--- config.mk ---
export PLATFORM = sky130hd
export DESIGN_NAME = traffic_phase_scheduler
export DESIGN_NICKNAME = d
export VERILOG_FILES = /design/src/rtl/traffic_phase_scheduler.sv
export SDC_FILE = /design/constraint.sdc
export NUM_CORES = 1
export LEC_CHECK = 0
export BUFFER_PORTS_ARGS = -buffer_cell sky130_fd_sc_hd__buf_2
export CAP_MARGIN = 25
export CORE_ASPECT_RATIO = 0.5
export CORE_UTILIZATION = 45
export DETAILED_ROUTE_END_ITERATION = 8
export GPL_TIMING_DRIVEN = 0
export MAX_ROUTING_LAYER = met4
export SLEW_MARGIN = 10
export SYNTH_ARGS = -nofsm -noshare
export SYNTH_HDL_FRONTEND = slang
export SYNTH_SLANG_ARGS = --single-unit
--- constraint.sdc ---
create_clock -name clk -period 8.6 [get_ports clk]
set_input_delay 0.43 -clock clk [delete_from_list [all_inputs] [get_ports clk]]
set_output_delay 0.43 -clock clk [all_outputs]
set_load 0.02 [all_outputs]
--- src/rtl/traffic_phase_scheduler.sv ---
// Demand-actuated NS/EW phase sequencer with pedestrian walk service.
// Green phases stretch under own-direction demand between MIN_GREEN and
// MAX_GREEN ticks and yield only when the cross street or a pedestrian waits.
module traffic_phase_scheduler #(
    parameter int unsigned TICK_DIV  = 10,
    parameter int unsigned MIN_GREEN = 4,
    parameter int unsigned MAX_GREEN = 10,
    parameter int unsigned YELLOW_T  = 3,
    parameter int unsigned ALLRED_T  = 1,
    parameter int unsigned WALK_T    = 5
) (
    input  logic       clk,
    input  logic       reset,
    input  logic       ns_car,
    input  logic       ew_car,
    input  logic       ped_btn,
    output logic [2:0] NS,
    output logic [2:0] EW,
    output logic       walk,
    output logic [2:0] phase
);

    localparam logic [2:0] StNsG  = 3'd0;
    localparam logic [2:0] StNsY  = 3'd1;
    localparam logic [2:0] StRedA = 3'd2;
    localparam logic [2:0] StEwG  = 3'd3;
    localparam logic [2:0] StEwY  = 3'd4;
    localparam logic [2:0] StRedB = 3'd5;
    localparam logic [2:0] StWalk = 3'd6;

    logic [2:0]  state_q, state_d;
    logic [15:0] presc_q, presc_d;
    logic [15:0] timer_q, timer_d;
    logic        ns_req_q, ns_req_d;
    logic        ew_req_q, ew_req_d;
    logic        ped_req_q, ped_req_d;
    logic        next_dir_q, next_dir_d;  // 1: serve EW after walk, 0: serve NS

    logic        tick;
    logic [31:0] timer_nx;
    logic        is_green;

    assign tick     = (32'(presc_q) == TICK_DIV - 32'd1);
    // Elapsed ticks including the one completing this cycle.
    assign timer_nx = 32'(timer_q) + 32'd1;
    assign is_green = (state_q == StNsG) || (state_q == StEwG);

    // Phase sequencing; exits are evaluated on tick cycles with the latched requests.
    always_comb begin
        state_d    = state_q;
        next_dir_d = next_dir_q;
        case (state_q)
            StNsG: begin
                if (tick && timer_nx >= MIN_GREEN && (ew_req_q || ped_req_q) &&
                    (!ns_car || timer_nx >= MAX_GREEN)) begin
                    state_d = StNsY;
                end
            end
            StNsY: if (tick && timer_nx >= YELLOW_T) state_d = StRedA;
            StRedA: begin
                if (tick && timer_nx >= ALLRED_T) begin
                    state_d    = ped_req_q ? StWalk : StEwG;
                    next_dir_d = 1'b1;
                end
            end
            StEwG: begin
                if (tick && timer_nx >= MIN_GREEN && (ns_req_q || ped_req_q) &&
                    (!ew_car || timer_nx >= MAX_GREEN)) begin
                    state_d = StEwY;
                end
            end
            StEwY: if (tick && timer_nx >= YELLOW_T) state_d = StRedB;
            StRedB: begin
                if (tick && timer_nx >= ALLRED_T) begin
                    state_d    = ped_req_q ? StWalk : StNsG;
                    next_dir_d = 1'b0;
                end
            end
            StWalk: begin
                if (tick && timer_nx >= WALK_T) state_d = next_dir_q ? StEwG : StNsG;
            end
            default: state_d = StNsG;
        endcase
    end

    // Prescaler and phase timer restart on every state change.
    always_comb begin
        presc_d = presc_q;
        timer_d = timer_q;
        if (state_d != state_q) begin
            presc_d = '0;
            timer_d = '0;
        end else begin
            presc_d = tick ? 16'd0 : presc_q + 16'd1;
            if (tick && !(is_green && 32'(timer_q) >= MAX_GREEN)) begin
                timer_d = timer_q + 16'd1;
            end
        end
    end

    // Request latches: set outside the serving state, cleared on entry (clear wins).
    always_comb begin
        ns_req_d  = ns_req_q;
        ew_req_d  = ew_req_q;
        ped_req_d = ped_req_q;
        if (ns_car && state_q != StNsG) ns_req_d = 1'b1;
        if (ew_car && state_q != StEwG) ew_req_d = 1'b1;
        if (ped_btn && state_q != StWalk) ped_req_d = 1'b1;
        if (state_d == StNsG && state_q != StNsG) ns_req_d = 1'b0;
        if (state_d == StEwG && state_q != StEwG) ew_req_d = 1'b0;
        if (state_d == StWalk && state_q != StWalk) ped_req_d = 1'b0;
    end

    // State registers with asynchronous active-low reset.
    always_ff @(posedge clk or negedge reset) begin
        if (!reset) begin
            state_q    <= StNsG;
            presc_q    <= '0;
            timer_q    <= '0;
            ns_req_q   <= 1'b0;
            ew_req_q   <= 1'b0;
            ped_req_q  <= 1'b0;
            next_dir_q <= 1'b0;
        end else begin
            state_q    <= state_d;
            presc_q    <= presc_d;
            timer_q    <= timer_d;
            ns_req_q   <= ns_req_d;
            ew_req_q   <= ew_req_d;
            ped_req_q  <= ped_req_d;
            next_dir_q <= next_dir_d;
        end
    end

    // Moore lamp decode from the state register.
    always_comb begin
        NS    = 3'b100;
        EW    = 3'b100;
        walk  = 1'b0;
        phase = state_q;
        case (state_q)
            StNsG:   NS = 3'b001;
            StNsY:   NS = 3'b010;
            StEwG:   EW = 3'b001;
            StEwY:   EW = 3'b010;
            StWalk:  walk = 1'b1;
            default: ;
        endcase
    end

endmodule

==> results.json, run 1 <==
{
  "status": "complete, no violations",
  "yosysSeqAreaShare_pct": 35.1,
  "postCtsResizedCells": 0,
  "yosysWarnings": 0,
  "cts.sinks": 39,
  "worst_setup_path_end_kind": "flip-flop",
  "fmax_mhz": 284,
  "finalSetupTns_ps": 0,
  "routed_via_density": 5.52,
  "synth_cell_types": 59,
  "total_leakage_power_nw": 1.38,
  "syn2layout_area_growth_pct": 10.9,
  "fin_skew_ps": 5.63,
  "synth_nets": 316,
  "synth_fa_ha_area_share_pct": 2.25,
  "synth_area_leader_cell": "dfrtp_1",
  "row_count": 19,
  "cap_violations": 0,
  "postLayoutCellArea_sq_um": 3080,
  "antennaDiodeCount": 0,
  "gpl.final_weighted_congestion": 0.924,
  "drt_iter0_drc": 108,
  "final.period_utilization_pct": 41.0,
  "grt_pass1_wl_um": 10200,
  "netlist_top_cells_area": "dfrtp_1, xor2_1, nor2_1",
  "rsz0062_at_grt": "no",
  "synth_xor_area_share_pct": 10.4,
  "arrival_ps": 3740,
  "initial_core_util_pct": 48.7,
  "finalNetCount": 337,
  "ys.flop_type": "dfrtp_1",
  "grt_pass1_vias": 2097,
  "grt_max_degree": 40,
  "place_area_sq_um": 2940,
  "critPathMaxFanout": 10,
  "cts_setup_buffers": 0,
  "port_buffers": 14,
  "nFillCells": 528,
  "synth-simple-area-share_pct": 31.8,
  "grt_util_all_layers_pct": 21.0,
  "vdd_drop_max_mv": 0.0628,
  "period_needed_ps": 3520,
  "antenna_found_initial": 0,
  "cts_tree": "built",
  "path_class": "flip-flop to flip-flop",
  "finalSetupViolCount": 0,
  "power_density_nw_per_um2": 122,
  "min_path_type": "input port to async pin",
  "final_layout_size_suffix_gt1_share_pct": 21.0,
  "hpwl_um": 4420,
  "drc_errors": 0,
  "synth_top_family_by_area": "simple AND/OR/NAND/NOR gates",
  "dieWidth_um": 113,
  "core_area_sq_um": 5710,
  "synth_enable_flop_cells": 0,
  "cts_root_buffer": "clkbuf_16",
  "routed_wl_um": 6100,
  "firstDrtPassIters": 4,
  "netlist_instances": 306,
  "required_ps": 8820,
  "numCtsBuffers": 5,
  "avgRoutedWirePerCell_um": 15.2,
  "clk_pin_slew_ps": 60,
  "die-area_sq_um": 6510,
  "ctsHoldBuffers": 0,
  "synth-compound-area-share_pct": 13.3,
  "synth_mux_area_share_pct": 1.44,
  "tightest_slew_ps": 878,
  "io_pins": 15,
  "fin_hold_ws_ps": 264,
  "vias": 2213,
  "startpoint_type": "flip-flop",
  "avgSynthCellArea_sq_um": 9.08,
  "report.final.slew_viol_count": 0,
  "ctsLongestPathBuffers": 2,
  "synthArstFlopShare_pct": 100,
  "insertion_delay_ps": 290,
  "cts.htree.levels": 2,
  "synth_top_area_share_pct": 35.1,
  "ys_ff_latch": 39,
  "ant_nets": 0,
  "relSlewSlack_pct": 41.4,
  "gr-total-overflow": 0,
  "die_h_um": 57.6,
  "hold_viol": 0,
  "syn_area_sq_um": 2780
}
[report_power, final]
part / switching, mW / internal (mW) / leakage (nW)
Combinational: 0.00781 / 0.00353 / 0.792
Sequential: 0.000205 / 0.184 / 0.519
Clock: 0.0739 / 0.107 / 0.0669
[registers in the layout, summed over array words and instances, names as in the netlist]
signal      cells
phase           3
ped_req_q       1
next_dir_q      1
ew_req_q        1
timer_q        16
presc_q        16
ns_req_q        1
[cell families after synthesis]
kind of cell               after synthesis
muxes                                    4
adders and majority gates                5
AOI/OAI and AO/OA                       41
and+or+nand+nor                        156
xor gates and xnor gates                32
DFF                                     39
buffers and inverters                   29
[cell usage after synthesis (4+ instances only)]
library cell   n
clkbuf_1       4
dfrtp_1       39
xor2_1        22
buf_6          6
a21oi_1       10
nand2_1       31
nand4_1        7
nor2_2        10
xnor2_1        9
and3_1         4
ha_1           5
nor3_1         5
nand2b_1       4
o21ai_0        6
nor2_1        40
mux2i_1        4
nand3_1       22
nor4_1         5
buf_2          5
inv_1         14
[final cells by class]
class | count | area, sq um | area share, %
multi-input cells | 238 | 1640 | 53.3
clock inverters | 2 | 12.5 | 0.406
repair buffers | 14 | 70.1 | 2.27
well taps | 73 | 91.3 | 2.96
inverters | 14 | 52.6 | 1.71
flip-flops and latches | 39 | 976 | 31.7
clock buffers | 6 | 129 | 4.18
plain buffers | 15 | 108 | 3.49
[through the flow]
stage	total power, mW	worst slack [ps]	utilization (%)	std cells
final	0.376	5080	54.0	401
after global routing	0.391	4880	54.0	401
after CTS	0.385	5100	54.0	401
after detailed placement	0.199	5130	51.5	393
after global placement	0.199	5150	51.5	393
after floorplan	0.193	5680	-	306
[final timing paths]
| kind | start | end | slack (ps) | cells past startpoint |
|---|---|---|---|---|
| max | timer_q[1] | timer_q[1] | 5080 | 12 |
| min | reset | timer_q[13] | 260 | 1 |
| max reg2reg | timer_q[1] | timer_q[1] | 5080 | 12 |
| min reg2reg | ew_req_q | ew_req_q | 500 | 2 |
| max in group asynchronous | reset | phase[2] | 7790 | 1 |
| min in group clk | ew_car | ew_req_q | 430 | 3 |
[critical path: stages, from the launching register on]
cell and delay [ps]:
dfrtp_1 520, ha_1 230, buf_6 130, and3_4 230, nand4_1 170, xor2_1 300
o2111ai_4 250, o41ai_2 490, o22ai_1 210, nor4_4 380, o221ai_4 210, buf_6 220
nor2_2 110
[routing by layer]
layer  routed length (um)  vias up  GRT usage (%)
li1                     -     1100              -
met1                 3150     1083           27.5
met2                 2750       25           33.1
met3                  158        5           5.10
met4                   45        0           5.08
met5                    0        -              -
[placed cells by master, fill, tap and decap left out, types with 3 or more instances in the layout]
cell and instances:
xor2_1 22, and3_4 3, nand3_1 22, ha_1 5, nor2_2 10, clkbuf_1 5
nor4_1 5, nand2_1 31, and2_1 3, o21ai_0 6, xnor2_1 9, inv_1 14
buf_6 6, nor2_1 40, dfrtp_1 39, clkbuf_16 5, nand2b_1 4, mux2i_1 4
and3_1 4, a21oi_1 10, buf_2 19, nand4_1 7, nor3_1 5
Note: power is estimated with default switching activity, not from simulation.
==> run 2, diff against run 1 <==
--- a/config.mk
+++ b/config.mk
@@ -5,6 +5,7 @@
 export SDC_FILE = /design/constraint.sdc
 export NUM_CORES = 1
 export LEC_CHECK = 0
+export ABC_AREA = 1
 export BUFFER_PORTS_ARGS = -buffer_cell sky130_fd_sc_hd__buf_2
 export CAP_MARGIN = 25
 export CORE_ASPECT_RATIO = 0.5
==> constraint.sdc (replaced) <==
create_clock -name clk -period 3.35 [get_ports clk]
set_input_delay 0.1675 -clock clk [delete_from_list [all_inputs] [get_ports clk]]
set_output_delay 0.1675 -clock clk [all_outputs]
set_load 0.02 [all_outputs]
==> results.json, run 2 <==
{
  "total_leakage_power_nw": 1.57,
  "insertion_delay_ps": 290,
  "ys_ff_latch": 39,
  "finalSetupTns_ps": 0,
  "tightest_slew_ps": 872,
  "layout_common_cells": "nand2_1, nor2_1, inv_1",
  "final.period_utilization_pct": 87.8,
  "path_class": "flip-flop to flip-flop",
  "fin_hold_ws_ps": -7.16,
  "ys.flop_type": "dfrtp_1",
  "startpoint_type": "flip-flop",
  "rsz0062_at_grt": "no",
  "critPathMaxFanout": 10,
  "vias": 2840,
  "r2r_cells": 19,
  "power_density_nw_per_um2": 394,
  "hold_viol": 9,
  "final_layout_size_suffix_gt1_share_pct": 20.4,
  "netlist_instances": 425,
  "row_count": 20,
  "report.final.slew_viol_count": 0,
  "synth_commonest_cells": "nand2_1, nor2_1, inv_1",
  "grt_pass1_wl_um": 13000,
  "yosysWarnings": 0,
  "yosysSeqAreaShare_pct": 31.6,
  "grt_pass1_vias": 2660,
  "drt_iter0_drc": 164,
  "status": "finished with violations",
  "avgRoutedWirePerCell_um": 14.0,
  "numCtsBuffers": 5,
  "io_pins": 15,
  "clk_pin_slew_ps": 60,
  "die_h_um": 60.5,
  "ant_nets": 0,
  "grt_util_all_layers_pct": 24.4,
  "critPathSlowestCell": "dfrtp_1",
  "ctsLongestPathBuffers": 2,
  "cts_tree": "built",
  "required_ps": 3510,
  "routed_via_density": 5.31,
  "synthArstFlopShare_pct": 100,
  "layout_setup_ws_ps": 409,
  "hpwl_um": 5680,
  "port_buffers": 14,
  "synth_top_area_share_pct": 31.6,
  "synth_cell_types": 31,
  "dp.cells": 527,
  "synth_area_leader_cell": "dfrtp_1",
  "vdd_drop_max_mv": 0.198,
  "finalNetCount": 456,
  "antennaDiodeCount": 0,
  "die-area_sq_um": 7210,
  "arrival_ps": 3100,
  "syn2layout_area_growth_pct": 11.0,
  "syn_area_sq_um": 3080,
  "avgSynthCellArea_sq_um": 7.26,
  "synth_enable_flop_cells": 0,
  "gr-total-overflow": 0,
  "power_mw": 1.35,
  "crit_chain": "ha_1 -> nand2_2 -> nor2_2 -> nand2_1 -> nand2_1 -> nand2_1 -> nor2_2 -> nand4_1 -> nor2_1 -> nand2_2 -> nand3_1 -> nand2_1 -> nor2_1 -> nor2_1 -> nand2_1 -> nand2_1 -> nand2_2 -> buf_6 -> nor3_2",
  "violations": "negative hold slack",
  "drc_errors": 0,
  "grt_max_degree": 40,
  "netlist_top_cells_area": "dfrtp_1, nand2_1, nor3_2",
  "routed_wl_um": 7490,
  "dp_slack_ps": 447,
  "fin_util_pct": 54.1,
  "final_common_cell": "nand2_1",
  "finalSetupViolCount": 0,
  "cp.depth": 19,
  "synth_nets": 435,
  "yosysMostFrequentCell": "nand2_1",
  "cpLargestDelayFamily": "simple AND/OR/NAND/NOR gates",
  "dieWidth_um": 119,
  "slowest_delay_ps": 430,
  "relSlewSlack_pct": 41.9,
  "gpl.final_weighted_congestion": 0.964,
  "fmax_mhz": 340,
  "cpMostUsedCell": "nand2_1",
  "worst_setup_path_end_kind": "flip-flop",
  "core_area_sq_um": 6330,
  "cts.htree.levels": 2,
  "min_path_type": "input port to async pin",
  "cts_root_buffer": "clkbuf_16",
  "cap_violations": 0,
  "fin_cells": 535,
  "antenna_found_initial": 0,
  "period_needed_ps": 2940,
  "worst-path-buf-inv": 1,
  "fin_skew_ps": 9.62,
  "initial_core_util_pct": 48.7,
  "firstDrtPassIters": 4,
  "cts.sinks": 39
}
-- run 2: area by class of cell --
class | instances | area [sq um]
fillers | 604 | 2910
multi-input cells | 330 | 1860
flip-flops and latches | 39 | 977
inverters | 48 | 180
clock buffers | 6 | 139
well taps | 88 | 110
plain buffers | 8 | 75.1
repair buffers | 14 | 70.1
clock inverters | 2 | 13.8
-- run 2: per-layer routing --
layer,up-vias,part of all wire [%],global-route usage (%)
met3,7,4.5,5.26
met1,1323,52,33.4
li1,1457,-,-
met2,53,43,36.0
met4,0,0.91,8.14
met5,-,0,-
-- run 2: worst paths after layout --
path	slack [ps]	to	startpoint
worst min-delay path	-7	presc_q[8]	reset
worst max register to register	410	timer_q[14]	timer_q[0]
worst min register to register	510	ns_req_q	ns_req_q
worst max-delay path	410	timer_q[14]	timer_q[0]
min in group clk	160	ped_req_q	ped_btn
max in group asynchronous	2750	timer_q[1]	reset
-- run 2: worst register-to-register path: cells and delay by family (launching register included) --
family	cells	cell delay, ps
adders and majority gates	1	220
buffers and inverters	1	210
DFF	1	430
and+or+nand+nor	17	1970
-- run 2: kinds of logic after synthesis --
| group | synth area share (%) |
|---|---|
| buf+inv | 8.28 |
| xor+xnor | 4.54 |
| flops | 31.6 |
| fa+ha+maj | 2.03 |
| simple gates | 47.3 |
| compound gates | 6.17 |
-- run 2: what timing repair did --
action,in CTS,in global routing
setup buffers,0,0
gates resized for setup,0,2
hold buffers,0,0
hold endpoints to repair,0,0
endpoints found under the setup margin,0,15
-- run 2: stage by stage --
stage | hold WS, ps | instance area (sq um)
floorplan | -128 | 3080
global placement | 335 | 3260
detailed placement | 343 | 3260
CTS | 32.5 | 3420
global route | 67.6 | 3420
finish | -7.16 | 3420
-- run 2: power breakdown --
group	leakage, nW	total (mW)	internal (mW)	switching (mW)
clock	0.0772	0.499	0.298	0.201
combinational	0.968	0.316	0.116	0.200
sequential	0.523	0.532	0.499	0.0332
==> run 3, diff against run 2 <==
--- a/config.mk
+++ b/config.mk
@@ -13,6 +13,7 @@
 export DETAILED_ROUTE_END_ITERATION = 8
 export GPL_TIMING_DRIVEN = 0
 export MAX_ROUTING_LAYER = met4
+export REMOVE_ABC_BUFFERS = 1
 export SLEW_MARGIN = 10
 export SYNTH_ARGS = -nofsm -noshare
 export SYNTH_HDL_FRONTEND = slang
==> results.json, run 3 (synthesis results as in run 2) <==
{
  "cts_tree": "built",
  "die-area_sq_um": 7210,
  "required_ps": 3510,
  "die_h_um": 60.5,
  "finalSetupViolCount": 0,
  "io_pins": 15,
  "final_layout_size_suffix_gt1_share_pct": 19.3,
  "place_area_sq_um": 3190,
  "cap_violations": 0,
  "min_path_type": "input port to flip-flop",
  "nFillCells": 620,
  "ctsLongestPathBuffers": 2,
  "status": "complete, no violations",
  "power_density_nw_per_um2": 408,
  "drt_iter0_drc": 175,
  "r2r_cells": 18,
  "fin_skew_ps": 14.1,
  "tightest_slew_ps": 741,
  "total_leakage_power_nw": 1.55,
  "report.final.slew_viol_count": 0,
  "reg2reg_from": "timer_q[1]",
  "grt_pass1_wl_um": 12200,
  "gr-total-overflow": 0,
  "worstHoldStart": "ns_car",
  "regArea_sq_um": 976,
  "avgRoutedWirePerCell_um": 13.7,
  "core_area_sq_um": 6330,
  "hold_viol": 0,
  "antennaDiodeCount": 0,
  "crit_chain": "ha_1 -> nand2_2 -> nor2_4 -> nand3_1 -> nand2_1 -> nand2_1 -> nor2_1 -> nand3_1 -> nor2_1 -> nand2_2 -> nand3_1 -> nand2_1 -> nor2_1 -> nor2_1 -> nand2_1 -> nand2_1 -> nand2_8 -> nor3_1",
  "routed_via_density": 5.32,
  "startpoint": "timer_q[1]",
  "firstDrtPassIters": 4,
  "whs_path_depth": 3,
  "hpwl_um": 5150,
  "insertion_delay_ps": 290,
  "clk_pin_slew_ps": 60,
  "multi_input_area_sq_um": 1880,
  "drc_errors": 0,
  "vias": 2807,
  "numCtsBuffers": 5,
  "row_count": 20,
  "vdd_drop_max_mv": 0.200,
  "dieWidth_um": 119,
  "routed_wl_um": 7230,
  "finalNetCount": 450,
  "cts.htree.levels": 2,
  "fin_hold_ws_ps": 160,
  "arrival_ps": 3160,
  "syn2layout_area_growth_pct": 10.9,
  "final_common_cell": "nand2_1",
  "cpMostUsedCell": "nand2_1",
  "grt_pass1_vias": 2602,
  "worst_setup_path_end_kind": "flip-flop",
  "slowest_delay_ps": 440,
  "path_class": "flip-flop to flip-flop",
  "critPathMaxFanout": 32,
  "layout_common_cells": "nand2_1, nor2_1, inv_1",
  "cts_root_buffer": "clkbuf_16",
  "port_buffers": 14,
  "power_mw": 1.40,
  "critPathSlowestCell": "dfrtp_1",
  "final.period_utilization_pct": 89.4,
  "rsz0062_at_grt": "no",
  "grt_util_all_layers_pct": 22.7,
  "antenna_found_initial": 0,
  "period_needed_ps": 3000,
  "fmax_mhz": 334,
  "postLayoutCellArea_sq_um": 3420,
  "initial_core_util_pct": 48.7,
  "startpoint_type": "flip-flop",
  "relSlewSlack_pct": 50.5,
  "cts.sinks": 39,
  "grt_max_degree": 40,
  "ant_nets": 0,
  "gpl.final_weighted_congestion": 0.899
}
-- run 3: worst paths after layout --
kind / endpoint / slack, ps
setup reg to reg: timer_q[15] / 350
hold / removal: ns_req_q / 160
max in group asynchronous: timer_q[0] / 2450
hold reg to reg: next_dir_q / 500
min in group asynchronous: presc_q[5] / 400
setup / recovery: timer_q[15] / 350
-- run 3: power breakdown --
part           internal [mW]  switching (mW)  total (mW)
sequential             0.498          0.0328       0.531
clock                  0.347           0.207       0.554
combinational          0.113           0.197       0.311
-- run 3: repair_timing --
action / 4_1_cts / 5_1_grt
hold buffers: 0 / 1
setup endpoints to repair: 24 / 32
resized for setup: 1 / 4
setup buffers: 0 / 0
endpoints found under the hold margin: 0 / 20
-- run 3: final cells by class --
type / count / area share, %
clock inverters: 2 / 1.10
flip-flops and latches: 39 / 28.5
well taps: 88 / 3.22
repair buffers: 16 / 3.15
multi-input cells: 330 / 55.1
inverters: 48 / 5.27
clock buffers: 5 / 3.66
-- run 3: critical path: cells and delay by family, from the launching register on --
kind | cells | cell delay (ps)
flops | 1 | 440
simple gates | 17 | 2160
fa+ha+maj | 1 | 220
-- run 3: through the flow --
| step | setup TNS [ps] | worst slack (ps) | util (%) | cells |
|---|---|---|---|---|
| after floorplan | 0 | 621 | - | 417 |
| after global placement | 0 | 65.0 | 50.4 | 519 |
| after detailed placement | -282 | -53.4 | 50.4 | 519 |
| after CTS | 0 | 36.8 | 53.0 | 526 |
| after global routing | 0 | 11.6 | 54.0 | 528 |
| final | 0 | 355 | 54.0 | 528 |
-- run 3: per-layer routing --
layer	vias up	track usage (%)	share of wire (%)
met2	32	36.0	44
met1	1320	29.8	51
met5	-	-	0
met3	10	5.36	4.2
met4	0	5.24	1.1
li1	1445	-	-
